File: src/rtl/reg_wr_sched.sv
// Round-robin write-port scheduler: two valid/ready producers share one registered register-bank write port.
// Optional same-address merge in IDLE is compiled in with `define REG_WR_SCHED_MERGE_EN.
module reg_wr_sched #(
  parameter int WIDTH = 32,
  parameter int AW    = 4
) (
  input  logic             clk,
  input  logic             reset,
  input  logic             a_valid,
  output logic             a_ready,
  input  logic             a_lock,
  input  logic [AW-1:0]    a_addr,
  input  logic [WIDTH-1:0] a_data,
  input  logic             b_valid,
  output logic             b_ready,
  input  logic             b_lock,
  input  logic [AW-1:0]    b_addr,
  input  logic [WIDTH-1:0] b_data,
  input  logic             rf_stall,
  output logic             wen,
  output logic [AW-1:0]    waddr,
  output logic [WIDTH-1:0] wdata,
  output logic [1:0]       owner
);

  typedef enum logic [1:0] {
    IDLE  = 2'b00,
    OWN_A = 2'b01,
    OWN_B = 2'b10
  } state_t;

  state_t           state_q;
  logic             prio_q;
  logic             wen_q;
  logic [AW-1:0]    waddr_q;
  logic [WIDTH-1:0] wdata_q;

  logic             grant_a;
  logic             grant_b;
  logic [AW-1:0]    waddr_d;
  logic [WIDTH-1:0] wdata_d;

  // Grants double as the ready outputs, so a ready never appears without its valid.
  always_comb begin
    grant_a = 1'b0;
    grant_b = 1'b0;
    if (!reset && !rf_stall) begin
      case (state_q)
        IDLE: begin
          if (a_valid && b_valid) begin
`ifdef REG_WR_SCHED_MERGE_EN
            if (!a_lock && !b_lock && (a_addr == b_addr)) begin
              grant_a = 1'b1;
              grant_b = 1'b1;
            end else
`endif
            if (prio_q) grant_b = 1'b1;
            else        grant_a = 1'b1;
          end else begin
            grant_a = a_valid;
            grant_b = b_valid;
          end
        end
        OWN_A:   grant_a = a_valid;
        OWN_B:   grant_b = b_valid;
        default: ;
      endcase
    end
  end

  // B wins the mux so a merged beat writes B's (later) value.
  always_comb begin
    waddr_d = a_addr;
    wdata_d = a_data;
    if (grant_b) begin
      waddr_d = b_addr;
      wdata_d = b_data;
    end
  end

  always_ff @(posedge clk) begin
    if (reset) begin
      state_q <= IDLE;
      prio_q  <= 1'b0;
      wen_q   <= 1'b0;
      waddr_q <= '0;
      wdata_q <= '0;
    end else begin
      wen_q <= grant_a | grant_b;
      if (grant_a || grant_b) begin
        waddr_q <= waddr_d;
        wdata_q <= wdata_d;
      end
      if (grant_a && grant_b) begin
        state_q <= IDLE;
        prio_q  <= 1'b0;
      end else if (grant_a) begin
        state_q <= a_lock ? OWN_A : IDLE;
        prio_q  <= 1'b1;
      end else if (grant_b) begin
        state_q <= b_lock ? OWN_B : IDLE;
        prio_q  <= 1'b0;
      end
    end
  end

  assign a_ready = grant_a;
  assign b_ready = grant_b;
  assign wen     = wen_q;
  assign waddr   = waddr_q;
  assign wdata   = wdata_q;
  assign owner   = state_q;

endmodule
File: config.mk
export PLATFORM = sky130hd
export DESIGN_NAME = reg_wr_sched
export DESIGN_NICKNAME = d
export VERILOG_FILES = /design/src/rtl/reg_wr_sched.sv
export SDC_FILE = /design/constraint.sdc
export NUM_CORES = 1
export LEC_CHECK = 0
export ABC_AREA = 1
export CORE_MARGIN = 2
export CORE_UTILIZATION = 42
export CTS_CLUSTER_DIAMETER = 40
export DETAILED_ROUTE_END_ITERATION = 10
export GPL_TIMING_DRIVEN = 0
export PLACE_DENSITY = 0.86
export SYNTH_ARGS = -nofsm -noshare
export SYNTH_HDL_FRONTEND = slang
export SYNTH_SLANG_ARGS = --single-unit
export TNS_END_PERCENT = 20
File: constraint.sdc
create_clock -name clk -period 2.9 [get_ports clk]
set_clock_uncertainty 0.05 [all_clocks]
set_input_delay 0.435 -clock clk [delete_from_list [all_inputs] [get_ports clk]]
set_output_delay 0.435 -clock clk [all_outputs]
set_load 0.005 [all_outputs]
==> results of run 1 <==
==> state kept, by name, indices dropped and copies added, names as in the netlist <==
register / flops
wdata: 32
waddr: 4
owner: 2
prio_q: 1
wen: 1
==> cell families (layout without fill, tap and decap cells) <==
logic type	after synthesis	in the layout	share of synthesized area (%)
buf+inv	33	160	8.18
compound gates	3	3	0.677
flops	40	40	36.1
simple gates	267	267	55.0
==> critical path: stages <==
cell                              delay [ns]
sky130_fd_sc_hd__clkdlybuf4s50_1        0.50
sky130_fd_sc_hd__nand2_2                0.11
sky130_fd_sc_hd__nor2_8                 0.20
sky130_fd_sc_hd__nand2_2                0.12
sky130_fd_sc_hd__buf_6                  0.17
sky130_fd_sc_hd__buf_6                  0.14
sky130_fd_sc_hd__inv_2                  0.05
sky130_fd_sc_hd__clkdlybuf4s50_1        0.49
==> cell usage in the layout, fill, tap and decap left out, types with 3 or more instances in the layout <==
cell,n
sky130_fd_sc_hd__nand3_1,37
sky130_fd_sc_hd__buf_6,6
sky130_fd_sc_hd__nor2_1,73
sky130_fd_sc_hd__dfxtp_1,40
sky130_fd_sc_hd__inv_2,4
sky130_fd_sc_hd__inv_1,3
sky130_fd_sc_hd__nand2_1,113
sky130_fd_sc_hd__a21oi_1,3
sky130_fd_sc_hd__clkbuf_8,6
sky130_fd_sc_hd__clkdlybuf4s50_1,119
sky130_fd_sc_hd__nand2_2,5
sky130_fd_sc_hd__clkbuf_1,11
sky130_fd_sc_hd__nand3b_1,36
sky130_fd_sc_hd__buf_2,10
==> area by class of cell <==
cell class,count,share of cell area [%]
plain buffers,25,4.22
clock buffers,8,2.51
inverters,8,0.837
multi-input cells,270,34.5
flip-flops and latches,40,22.3
well taps,70,2.44
repair buffers,119,33.2
==> path summary, 6_finish.rpt <==
check                              start       end  slack [ns]  cells after the start
worst max-delay path             b_valid   b_ready        0.20                      8
worst max register to register  owner[1]  wdata[3]        1.29                      8
worst min-delay path              prio_q    prio_q        0.44                      2
worst min register to register    prio_q    prio_q        0.44                      2
==> Yosys cell counts <==
library cell                 n  area share (%)
sky130_fd_sc_hd__inv_1       3            0.51
sky130_fd_sc_hd__nand2_2     5             1.4
sky130_fd_sc_hd__nand3_2     1            0.45
sky130_fd_sc_hd__nand4_1     1            0.28
sky130_fd_sc_hd__inv_2       4            0.68
sky130_fd_sc_hd__buf_6       6             3.0
sky130_fd_sc_hd__nand2_1   113              19
sky130_fd_sc_hd__nor2_8      1            0.90
sky130_fd_sc_hd__clkbuf_1    9             1.5
sky130_fd_sc_hd__dfxtp_1    40              36
sky130_fd_sc_hd__nand3_1    37             8.3
sky130_fd_sc_hd__clkinv_1    1            0.17
sky130_fd_sc_hd__buf_2      10             2.3
sky130_fd_sc_hd__a21oi_1     3            0.68
sky130_fd_sc_hd__nand3b_1   36              12
sky130_fd_sc_hd__nor2_1     73              12
==> through the flow <==
step	util, %	hold slack, ns	setup slack (ns)	instance area, µm²
2_1_floorplan	-	0.408	1.31	2220
3_3_place_gp	68.5	0.420	0.222	3500
3_5_place_dp	68.5	0.431	0.186	3500
4_1_cts	70.2	0.441	0.181	3590
5_1_grt	70.2	0.468	0.0912	3590
6_report	70.2	0.439	0.199	3590
==> metal layers <==
layer / vias up / track usage, % / share of wire (%)
li1: 1331 / - / -
met1: 1139 / 27.3 / 43
met2: 86 / 38.0 / 49
met3: 10 / 4.12 / 5.8
met4: 0 / 8.18 / 2.1
met5: - / 0 / 0
==> report_power, final <==
group	internal [mW]	leakage, nW	switching [mW]	total, mW
logic	0.237	1.26	0.161	0.398
registers	0.590	0.329	0.0187	0.609
clock network	0.194	0.0455	0.185	0.379
total	1.02	1.64	0.365	1.39
==> out/metrics.sh, run 1 <==
MIN_PATH_TYPE='reg -> reg'
FILLERINSTANCES=457
FIRST_PASS_GRT_WIRE_LENGTH_UM=10700
AREA_GROWTH_PCT=61.7
POST_CTS_SIZING_COUNT=0
DRT-PASS1-ITER-COUNT=5
YOSYSWARNINGCOUNT=0
WIRELENGTH_UM=6670
GRT_ANTENNA_BEFORE_REPAIR=0
SUM_OF_INTERNAL_SWITCHING_AND_LEAKAGE_POWER_mW=1.39
P_LEAK_nW=1.64
MAX_CAP_VIOLATIONS=0
AVERAGE_SIZE_OF_A_MAPPED_CELL_UM2=6.47
DETAILED_PLACE_HPWL_UM=4930
CORE-AREA_UM2=5110
FINAL_NETS=548
FINAL-SEQ-AREA_UM2=801
NUMBER_OF_DISTINCT_STANDARD_CELLS_REFERENCED_BY_THE_SYNTHESIZED_NETLIST=16
TIME_THE_FINAL_WORST_PATH_NEEDS_WITH_I_O_DELAYS_AND_SETUP_NS=2.70
CRITICAL_PATH.MAX_FANOUT=10
LAYOUT_WORST_PATH_CYCLE_SHARE_PCT=93.1
DESIGN.PORTCOUNT=120
CLOCK_TREE.HTREE_LEVEL_COUNT=2
HOLDBUFCOUNTCTS=0
SETUP_TNS_NS=0
MAX-VDD-IR-DROP_mV=0.272
ANTENNA_LEFT=0
TIMING.CRITICAL_PATH.TO_TYPE='primary output'
DATA_ARRIVAL_CRITICAL_PATH_NS=2.22
CLK-INSERTION-DELAY-LATE_NS=0.28
GRT_OVERFLOW=0
SYNTHESIS.AREA_UM2=2220
MAPPEDNETLISTNETS=422
DRT-INITIAL-DRC-COUNT=112
VIA_COUNT=2566
SYNTHCELLS=343
CTS-BUFFERS-INSERTED=5
CORE.ROWCOUNT=26
MAXSLEWHEADROOM_PCT=67.1
YS_SEQ_AREA_SHARE_PCT=36.1
DIEHEIGHT_UM=76.7
PORT_BUFFERS=119
SYNTH-SEQ-CELLS=40
DRT-VIAS-PER-INSTANCE=4.75
MAX_CLOCK_FREQ_GHz=0.370
CTS_BUFFER_DEPTH=2
OUTCOME='completed'
TOTAL_AREA_OF_MULTI_INPUT_COMBINATIONAL_CELLS_UM2=1240
HOLD_VIOLATIONS=0
AVGROUTEDWIREPERCELL_UM=12.3
WORST_PIN_SLEW_NS=0.494
GRT_START_MAX_NET_PINS=12
SLEW_VIOLATIONS=0
DP_CELLS=532
EFFECTIVE_UTILIZATION_AT_FLOORPLAN_PCT=43.4
LAYOUT-DRIVE-GT1-SHARE_PCT=7.02
CRITPATHREQUIREDTIME_NS=2.41
CLOCK-SINKS=40
DESIGN.DIE.AREA_UM2=5880
UNREPAIRED_SETUP_ENDPOINTS_AFTER_GLOBAL_ROUTING='no'
TOTAL_SETUP_VIOLATIONS_REPORTED_AT_THE_END_OF_THE_FLOW=0
GROUTE.USAGE.OVERALL_PCT=22.0
POSTCTSSETUPREPAIRBUFS=0
TRITONCTS='yes'
STARTPOINT_TYPE='input port'
FIRST_GLOBAL_VIAS=2342
POWER_DENSITY_nW_PER_UM2=386
TOTAL_INSERTED_ANTENNA_CELLS=0
ROUTABILITYCONGESTION=0.835
CLK_TRANSITION_REPORTED_PATHS_NS=0.07
CLOCK_TREE.ROOT_CELL='sky130_fd_sc_hd__clkbuf_8'
X_DIMENSION_OF_THE_DIE_UM=76.7
LAYOUT.CELLS.NON_FILLER=540
WORST-SETUP-PATH-TYPE='in -> out'
DRC=0
Note: power is estimated with default switching activity, not from simulation.
==> run 2, diff against run 1 <==
--- a/config.mk
+++ b/config.mk
@@ -5,13 +5,13 @@
 export SDC_FILE = /design/constraint.sdc
 export NUM_CORES = 1
 export LEC_CHECK = 0
-export ABC_AREA = 1
 export CORE_MARGIN = 2
-export CORE_UTILIZATION = 42
+export CORE_UTILIZATION = 39
 export CTS_CLUSTER_DIAMETER = 40
 export DETAILED_ROUTE_END_ITERATION = 10
 export GPL_TIMING_DRIVEN = 0
 export PLACE_DENSITY = 0.86
+export SKIP_LAST_GASP = 1
 export SYNTH_ARGS = -nofsm -noshare
 export SYNTH_HDL_FRONTEND = slang
 export SYNTH_SLANG_ARGS = --single-unit
==> run 2 against run 1 <==
  * Critical path depth down 3
  * Register-to-register slack worse by 0.50 ns
  * Highest routed layer unchanged
  * Core utilization is 1.4 points lower
  * Largest power group unchanged
  * Sequential share of layout area up 2.8 points
  * Global-route usage rose by 1.1 points
  * Clock-buffer cell count unchanged
  * Sequential power rose by 2%
  * Maximum frequency fell by 6.9%
  * The run now ends with negative setup slack left
==> out/metrics.sh, run 2 <==
OUTCOME='complete, but fails checks'
FAILING_CHECKS='negative setup slack'
CRITPATHREQUIREDTIME_NS=2.41  # about the same
FINALCOREUTILIZATION_PCT=68.9  # -1.4 points
SWITCHING_SHARE_PCT=24.7  # -1.6 points
EFFECTIVE_UTILIZATION_AT_FLOORPLAN_PCT=39.9  # -3.5 points
DRT-PASS1-ITER-COUNT=5  # unchanged
MAX-VDD-IR-DROP_mV=0.271  # -0.42%
ANTENNA_LEFT=0  # unchanged
ASYNC_FLOP_SHARE_PCT=0  # unchanged
CLOCK-SINKS=40  # unchanged
NUMBER_OF_DISTINCT_STANDARD_CELLS_REFERENCED_BY_THE_SYNTHESIZED_NETLIST=21  # +5
FINAL_COMMON_CELL='sky130_fd_sc_hd__clkdlybuf4s50_1'
HOLDBUFCOUNTCTS=0  # unchanged
SYNTH_AREA_LEADERS='sky130_fd_sc_hd__dfxtp_1, sky130_fd_sc_hd__nor3_1, sky130_fd_sc_hd__a2111oi_0, sky130_fd_sc_hd__inv_1, sky130_fd_sc_hd__clkbuf_1'
CLK-INSERTION-DELAY-LATE_NS=0.28  # about the same
SWITCHING_POWER_mW=0.327  # -10%
VIA_COUNT=2151  # -16%
FIRST_GLOBAL_VIAS=2163  # -7.6%
AREA_GROWTH_PCT=72.6
MAX_CLOCK_FREQ_GHz=0.345  # -6.9%
ROUTABILITYCONGESTION=0.774  # -7.3%
COMB_POWER_SHARE_PCT=24.9  # -3.8 points
HOLD_VIOLATIONS=0  # unchanged
TIMING.CRITICAL_PATH.TO_TYPE='primary output'
LAYOUT-DRIVE-GT1-SHARE_PCT=3.69  # -3.3 points
CLK_TRANSITION_REPORTED_PATHS_NS=0.07  # about the same
POSTCTSSETUPREPAIRBUFS=0  # unchanged
TOTAL_INSERTED_ANTENNA_CELLS=0  # unchanged
MAPPEDNETLISTNETS=307  # -27%
CRIT_BUF_INV=3  # -2
FINAL_AREA_UM2=3190  # -11%
CLOCK_TREE.ROOT_CELL='sky130_fd_sc_hd__clkbuf_8'
FILLERINSTANCES=413  # -9.6%
DATA_ARRIVAL_CRITICAL_PATH_NS=2.42  # +0.20 ns
PRECTSSETUPSLACK_NS=-0.129  # -0.316 ns
SYNTHMOSTINSTANTIATEDCELL='sky130_fd_sc_hd__nor3_1'
LAYOUT.CELLS.NON_FILLER=406  # -25%
SYNTH-MAIN-FF-CELL='sky130_fd_sc_hd__dfxtp_1'
GRT_ANTENNA_BEFORE_REPAIR=0  # unchanged
YOSYSWARNINGCOUNT=0  # unchanged
CTS-BUFFERS-INSERTED=5  # unchanged
POWER_DENSITY_nW_PER_UM2=416  # +7.5%
SHARE_CLK_OF_TOTAL_POWER_PCT=28.4  # +1.1 points
PLACEMENT.CELL_AREA_UM2=3110  # -11%
CRITICAL_PATH.MAX_FANOUT=13  # +3
CTS_BUFFER_DEPTH=2  # unchanged
DRT-VIAS-PER-INSTANCE=5.30  # +11%
POST_CTS_SIZING_COUNT=0  # unchanged
POST-ROUTE-WORST-SETUP-SLACK_NS=-0.000443  # -0.200 ns
POWER_REPORT.INTERNAL_TOTAL_mW=0.998  # -2.3%
FIRST_PASS_GRT_WIRE_LENGTH_UM=9760  # -8.5%
STARTPOINT_TYPE='input port'
X_DIMENSION_OF_THE_DIE_UM=72.8  # -5.0%
POST-SYNTH-TOP-AREA-FRACTION_PCT=43.4  # +7.3 points
AVGROUTEDWIREPERCELL_UM=14.9  # +21%
MOST-COMMON-LAYOUT-CELLS='sky130_fd_sc_hd__clkdlybuf4s50_1, sky130_fd_sc_hd__nor3_1, sky130_fd_sc_hd__dfxtp_1'
WORST_HOLD_SLACK_NS=0.421  # -0.0189 ns
DESIGN.PORTCOUNT=120  # unchanged
UNREPAIRED_SETUP_ENDPOINTS_AFTER_GLOBAL_ROUTING='yes'
CLOCK_TREE.HTREE_LEVEL_COUNT=2  # unchanged
AVERAGE_SIZE_OF_A_MAPPED_CELL_UM2=8.10  # +25%
CRIT_PATH_TOP_DELAY_CELL='sky130_fd_sc_hd__or4b_1'
TIME_THE_FINAL_WORST_PATH_NEEDS_WITH_I_O_DELAYS_AND_SETUP_NS=2.90  # +0.200 ns
SLOWEST_DELAY_NS=0.52  # +0.02 ns
DIEHEIGHT_UM=72.8  # -5.0%
GRT_OVERFLOW=0  # unchanged
TOTAL_SETUP_VIOLATIONS_REPORTED_AT_THE_END_OF_THE_FLOW=1  # +1
WIRELENGTH_UM=6060  # -9.1%
FINAL_NETS=430  # -22%
TOTAL_AREA_OF_MULTI_INPUT_COMBINATIONAL_CELLS_UM2=808  # -35%
TRITONCTS='yes'
SLEW_VIOLATIONS=0  # unchanged
WORST_PIN_SLEW_NS=0.633  # +0.139 ns
SETUP_TNS_NS=-0.000443  # -0.000443 ns
MAXSLEWHEADROOM_PCT=57.8  # -9.2 points
PORT_BUFFERS=119  # unchanged
MIN_PATH_TYPE='reg -> reg'
CP_TOP_FAMILY='buffers and inverters'
LAYOUT_WORST_PATH_CYCLE_SHARE_PCT=100  # +6.9 points
GROUTE.USAGE.OVERALL_PCT=23.1  # +1.1 points
PWR-SHARE-SEQ_PCT=46.7  # +2.8 points
P_LEAK_nW=1.09  # -33%
DRC=0  # unchanged
CRITICAL_PATH.MOST_COMMON_CELL='sky130_fd_sc_hd__clkdlybuf4s50_1'
POST_SYNTH_MOST_FREQUENT_CELLS='sky130_fd_sc_hd__nor3_1, sky130_fd_sc_hd__dfxtp_1, sky130_fd_sc_hd__a2111oi_0, sky130_fd_sc_hd__inv_1, sky130_fd_sc_hd__clkbuf_1'
LARGEST_REG_FLOPS=32  # unchanged
DETAILED_PLACE_HPWL_UM=4360  # -11%
WORST-SETUP-PATH-TYPE='in -> out'
DRT-INITIAL-DRC-COUNT=75  # -33%
DP_CELLS=401  # -25%
YS_SEQ_AREA_SHARE_PCT=43.4  # +7.3 points
MAX_CAP_VIOLATIONS=0  # unchanged
YOSYSTOPAREACELL='sky130_fd_sc_hd__dfxtp_1'
CORE.ROWCOUNT=25  # -3.8%
SYNTH-SEQ-CELLS=40  # unchanged
SUM_OF_INTERNAL_SWITCHING_AND_LEAKAGE_POWER_mW=1.32  # -4.5%
CRIT_CHAIN='clkdlybuf4s50_1 -> or4b_1 -> clkbuf_1 -> nor2_1 -> clkdlybuf4s50_1'
SYNTHESIS.AREA_UM2=1850  # -17%
GRT_START_MAX_NET_PINS=14  # +2
FINAL-SEQ-AREA_UM2=801  # unchanged
SYNTHCELLS=228  # -34%
DESIGN.DIE.AREA_UM2=5300  # -9.8%
CORE-AREA_UM2=4630  # -9.4%
SYNTH-EDFF-COUNT=0  # unchanged
==> run 2: cell types whose count changed after synthesis, sizes merged, moves of 2 or more <==
cell / change
a2111oi: +36
nand2b: +2
nor3: +72
inv: +29
nor2: -72
nand3b: -36
clkbuf: +10
or4b: +2
buf: -10
nand3: -38
or3b: +2
nand2: -116
==> run 2: final cells by class <==
type | instances | share of cell area [%]
Sequential cell | 40 | 25.1
Tap cell | 54 | 2.12
Inverter | 36 | 4.24
Timing Repair Buffer | 119 | 37.4
Multi-Input combinational cell | 127 | 25.4
Clock buffer | 8 | 2.83
Buffer | 22 | 2.98
==> run 2: power by group through the flow <==
stage	Clock, mW	Sequential (mW)	Combinational, mW
2_1_floorplan	0	0.635	0.0958
3_3_place_gp	0	0.630	0.327
3_5_place_dp	0	0.631	0.330
4_1_cts	0.388	0.619	0.332
5_1_grt	0.407	0.625	0.359
6_report	0.376	0.619	0.330
==> run 2: worst register-to-register path: stages (launching register included) <==
cell and delay, ns:
sky130_fd_sc_hd__dfxtp_1 0.34, sky130_fd_sc_hd__or4b_1 0.52, sky130_fd_sc_hd__clkbuf_1 0.31, sky130_fd_sc_hd__buf_6 0.25, sky130_fd_sc_hd__or3b_1 0.37, sky130_fd_sc_hd__a211oi_2 0.19
==> run 2: metal layers <==
metal | GRT usage (%) | routed length (µm) | vias to the layer above
met5 | 0 | 0 | -
met4 | 5.56 | 63 | 0
met3 | 6.63 | 406 | 6
met2 | 39.2 | 2960 | 76
met1 | 29.1 | 2630 | 996
li1 | - | - | 1073
==> run 2: cells by family after synthesis <==
family                 count (synthesis)  share of synthesized area (%)
and+or+nand+nor                       85                           24.3
AOI/OAI and AO/OA                     42                           19.3
DFF                                   40                           43.4
buffers and inverters                 61                           13.1
==> run 2: worst paths after layout <==
| check | from | endpoint | slack [ns] | cells after the start |
|---|---|---|---|---|
| max | rf_stall | b_ready | -0.0004 | 5 |
| min reg2reg | wdata[17] | wdata[17] | 0.42 | 2 |
| max reg2reg | owner[0] | owner[1] | 0.79 | 5 |
| min | wdata[17] | wdata[17] | 0.42 | 2 |
